<file path="config.mk">
export PLATFORM = sky130hd
export DESIGN_NAME = uart8_rx_fifo
export DESIGN_NICKNAME = d
export VERILOG_FILES = /design/src/rtl/uart8_rx_fifo.sv
export SDC_FILE = /design/constraint.sdc
export NUM_CORES = 1
export LEC_CHECK = 0
export CAP_MARGIN = 20
export CORE_MARGIN = 2
export CORE_UTILIZATION = 50
export DETAILED_ROUTE_END_ITERATION = 7
export PLACE_DENSITY_LB_ADDON = 0.12
export SLEW_MARGIN = 20
export SYNTH_ARGS = -nofsm -noshare
export SYNTH_HDL_FRONTEND = slang
export SYNTH_SLANG_ARGS = --single-unit
</file>
<file path="constraint.sdc">
create_clock -name clk -period 5.5 [get_ports clk]
set_input_delay 1.1 -clock clk [delete_from_list [all_inputs] [get_ports clk]]
set_output_delay 1.1 -clock clk [all_outputs]
set_load 0.01 [all_outputs]
</file>
<file path="src/rtl/uart8_rx_fifo.sv">
// uart8_rx_fifo: receive-side byte buffer downstream of the 8-bit UART receiver.
// Converts the receiver's level-style done/data into one push per byte and
// presents the buffered bytes on a first-word-fall-through valid/ready port.
// Optional build macro: UART8_RX_FIFO_STATS_EN enables the rx_err rising-edge
// counter on err_count; without it err_count is tied to zero.
module uart8_rx_fifo #(
  parameter int unsigned DEPTH_LOG2 = 4
) (
  input  logic                  clk,
  input  logic                  rst,
  input  logic                  rx_done,
  input  logic                  rx_err,
  input  logic [7:0]            rx_data,
  output logic [7:0]            rd_data,
  output logic                  rd_valid,
  input  logic                  rd_ready,
  output logic [DEPTH_LOG2:0]   level,
  output logic                  overflow,
  input  logic                  clr_ovf,
  output logic [7:0]            err_count
);

  localparam int unsigned AW    = DEPTH_LOG2;
  localparam int unsigned CW    = DEPTH_LOG2 + 1;
  localparam int unsigned DEPTH = 1 << DEPTH_LOG2;
  localparam int unsigned DW    = 8;

  logic [DW-1:0] mem [DEPTH];
  logic [AW-1:0] rd_ptr;
  logic [AW-1:0] wr_ptr;
  logic [AW-1:0] rd_ptr_nx;
  logic [CW-1:0] count_nx;
  logic          done_q;
  logic          push_req;
  logic          full;
  logic          pop;
  logic          push_ok;
  logic          drop;
  logic          bypass;

  // Push/pop decisions and next occupancy; bypass means the byte being
  // written this cycle becomes the head of the FIFO.
  always_comb begin
    push_req  = rx_done & ~done_q;
    full      = (level == CW'(DEPTH));
    pop       = rd_valid & rd_ready;
    push_ok   = push_req & (~full | pop);
    drop      = push_req & full & ~pop;
    rd_ptr_nx = pop ? (rd_ptr + AW'(1)) : rd_ptr;
    count_nx  = level;
    if (push_ok && !pop) begin
      count_nx = level + CW'(1);
    end else if (pop && !push_ok) begin
      count_nx = level - CW'(1);
    end
    bypass    = push_ok & (level == CW'(pop));
  end

  // Storage array write; pointers are reset elsewhere so contents need no reset.
  always_ff @(posedge clk) begin
    if (!rst && push_ok) begin
      mem[wr_ptr] <= rx_data;
    end
  end

  // Edge detect, pointers, occupancy, registered head byte and sticky overflow.
  always_ff @(posedge clk) begin
    if (rst) begin
      done_q   <= 1'b1;
      rd_ptr   <= '0;
      wr_ptr   <= '0;
      level    <= '0;
      rd_valid <= 1'b0;
      rd_data  <= 8'h00;
      overflow <= 1'b0;
    end else begin
      done_q   <= rx_done;
      rd_ptr   <= rd_ptr_nx;
      level    <= count_nx;
      rd_valid <= (count_nx != '0);
      if (push_ok) begin
        wr_ptr <= wr_ptr + AW'(1);
      end
      if (bypass) begin
        rd_data <= rx_data;
      end else if (count_nx != '0) begin
        rd_data <= mem[rd_ptr_nx];
      end
      if (drop) begin
        overflow <= 1'b1;
      end else if (clr_ovf) begin
        overflow <= 1'b0;
      end
    end
  end

`ifdef UART8_RX_FIFO_STATS_EN
  logic err_q;

  // Count rx_err rising edges, saturating at 8'hFF.
  always_ff @(posedge clk) begin
    if (rst) begin
      err_q     <= 1'b1;
      err_count <= 8'h00;
    end else begin
      err_q <= rx_err;
      if (rx_err && !err_q && (err_count != 8'hFF)) begin
        err_count <= err_count + 8'd1;
      end
    end
  end
`else
  logic unused_rx_err;

  // Statistics disabled: the error input has no effect.
  assign unused_rx_err = rx_err;
  assign err_count     = 8'h00;
`endif

endmodule

</file>
==> metrics.txt <==
PnR worst setup slack=about 1.8 ns; outcome=complete, no violations; WL met3=approximately 910 microns; cell taking the most area after synthesis=edfxtp_1; # rows=41; GRT Total Usage=a little under a quarter; vias in the first global route=4199; post-route insts no fill=689; post-CTS resize count=0; # H-tree levels=4; CP peak stage delay=between 0.7 and 0.8 ns; Worst Path Class, Setup=primary input to flop; CTS tree=built; Port Buffers=27; max_cap viols=0; Slowest-stage cell, CP=nor2_1; Inserted Clock Buffers=17; first-pass GRT wire length=23.77 mm; RSZ-0062 raised after global routing=false; met2 wire len=around 7.5 mm; setup repair bufs after CTS=0; post-route ant nets=0; Peak Freq=267.2 MHz; area grow syn2layout=14.45%; Root Buffer=clkbuf_16; EDFF count, synth=128; CTS Hold Buffers Added=0; clock sink count=roughly 150; Peak supply drop=0.0003115 V; share of flip-flops with an asynchronous set or reset=0%; distinct cell type count after synthesis=61; Post-DP Area=6995 sq um; CP cell instances=clkdlybuf4s50_1 -> nand2_1 -> a21oi_1 -> nor2b_1 -> nand2_1 -> nor2_1; post-synthesis register bit count=152; startpoint types=primary input; Most used DFF post-synth=edfxtp_1; YS warnings=0; Reg-to-Reg Start=level[0]$_SDFF_PP0_; max_slew headroom=roughly 32%; Top cell by count, worst path=nand2_1; routability congestion estimate=around 0.85; count of final hold-check violations=0; clk slew on worst S/H paths=approximately 0.060 ns; critical path peak fanout=11; DRT Pass-1 Iters=5; Top-Level Pins=37; DR iter-0 viols=384; GRT overflow=0; CTS Buffer Depth=2; initial antenna violation count=0; Die H=118.8 microns; beginning of the critical path=rd_ready; worst path buffer plus inverter count=1; Post-Route M1 WL=6.467 mm; top cells by area, synth=edfxtp_1 58%, dfxtp_1 7.3%, mux4_2 4.1%; Finished Cell Area=approximately 7500 sq um; via/cell ratio=6.090; crit share post-route=68.05%; syn avg cell area=13.84 sq um; Mapped Area=~6600 sq um; largest net degree at the start of global routing=31; Nets=about 530; Post-DP HPWL=9.536 mm; worst slew pin tran=approximately 1.0 ns; Worst setup EP type=flop; share of cells above drive strength 1=12.77%; dpl cells=~660; Die Area=14110 sq um; TNS Setup=0 ns; cell area power density=404.4 nW/um^2; cells after synthesis=476; top cell type's share of synthesized area=roughly 60%; DR WL/cell=21.92 microns; core area=approximately 13000 sq um; Worst Clk Skew=0.007844 ns; delay-heaviest family, CP=simple AND/OR/NAND/NOR gates; minimum clock period=between 3 and 4 ns; Initial Util=51.78%; max-slew violations=0; DRT Wirelength=roughly 15 mm; Leak=2.486 nW; Final Setup Violations=0; Worst Path Arrival=roughly 3.8 ns; drt drc=0; max layer used=met4; CP required=between 5 and 6 ns; Post-Place Worst Slack=~1.3 ns; Die W=118.8 microns; Seq/Total Area, Yosys=65.64%; Hold Crit Class=flop to flop; Vias=roughly 4200; Clk Latency, worst-skew pair=0.41 ns; worst hold start=rd_data[7]$_SDFFE_PP0P_; antenna cells=0
## cells by family after synthesis
logic type,count (synthesis),share of synthesized area [%]
DFF,152,65.64
and+or+nand+nor,140,10.85
AOI/OAI and AO/OA,109,13.43
buffers and inverters,49,3.742
muxes,12,4.103
adders and majority gates,8,1.520
xor gates and xnor gates,5,0.6649
other,1,0.05693
## flip-flops by register name (all words and copies together) (netlist names)
name,cells
rd_data,8
rd_valid,1
done_q,1
level,5
mem,128
rd_ptr,4
wr_ptr,4
overflow,1
## worst register-to-register path: stages (launching register included)
cell	delay, ns
dfxtp_1	0.51
inv_1	0.14
ha_1	0.22
and4bb_2	0.28
a21oi_1	0.43
nor2b_1	0.29
nand2_1	0.14
nor2_1	0.78
## final timing paths
| check | endpoint | slack (ns) | depth (start not counted) |
|---|---|---|---|
| setup reg to reg | mem[5][3]$_DFFE_PP_ | 2.32 | 7 |
| hold / removal | rd_data[7]$_SDFFE_PP0P_ | 0.47 | 2 |
| hold reg to reg | rd_data[7]$_SDFFE_PP0P_ | 0.47 | 2 |
| setup / recovery | mem[5][3]$_DFFE_PP_ | 1.76 | 6 |
## cell usage in the layout, fill, tap and decap left out, drive strengths merged, types with 14 or more instances in the layout
master	netlist	final
clkbuf	20	22
o21ai	15	15
dfxtp	24	24
nor2	28	28
nand2	40	40
and3	14	14
edfxtp	128	128
clkdlybuf4s50	0	27
a211oi	17	17
## power by group
| part | leakage [nW] | switching, W | total [W] | internal (W) |
|---|---|---|---|---|
| clock network | 0.271 | 0.000428 | 0.00107 | 0.000640 |
| registers | 1.35 | 0.0000541 | 0.00135 | 0.00129 |
| logic | 0.867 | 0.000358 | 0.000633 | 0.000275 |
## area by class of cell
type / instances / area [sq um]
inverters: 11 / 41.29
clock buffers: 22 / 464.2
fillers: 1058 / 5182
repair buffers: 40 / 367.9
well taps: 172 / 215.2
flip-flops and latches: 152 / 4324
multi-input cells: 282 / 2047
clock inverters: 10 / 80.08
## synth_stat cells (4+ instances only)
| library cell | count |
|---|---|
| a211oi_1 | 17 |
| a21oi_1 | 6 |
| a221oi_1 | 12 |
| a22o_1 | 4 |
| a311oi_1 | 13 |
| a32oi_1 | 8 |
| and3_1 | 14 |
| and3b_1 | 4 |
| buf_4 | 12 |
| clkbuf_1 | 20 |
| dfxtp_1 | 24 |
| edfxtp_1 | 128 |
| ha_1 | 8 |
| inv_1 | 11 |
| mux4_2 | 12 |
| nand2_1 | 40 |
| nand3_1 | 12 |
| nand4_1 | 5 |
| nor2_1 | 27 |
| nor2b_1 | 4 |
| nor3_1 | 9 |
| o21ai_0 | 14 |
| o32ai_1 | 7 |
| or3_1 | 9 |
## layer usage
layer  track usage (%)  vias to the layer above
li1                  -                     1931
met3             5.405                       21
met1             29.92                     2080
met5                 0                        -
met2             36.78                      164
met4             7.143                        0
## metrics by stage
step	hold slack (ns)	util, %	power [W]
2_1_floorplan	0.4870	-	0.001791
3_3_place_gp	0.4517	54.99	0.001991
3_5_place_dp	0.4588	54.99	0.002006
4_1_cts	0.4681	59.26	0.003063
5_1_grt	0.4948	59.26	0.003175
6_report	0.4684	59.26	0.003049
No activity file was read; power rests on OpenSTA's default activity.
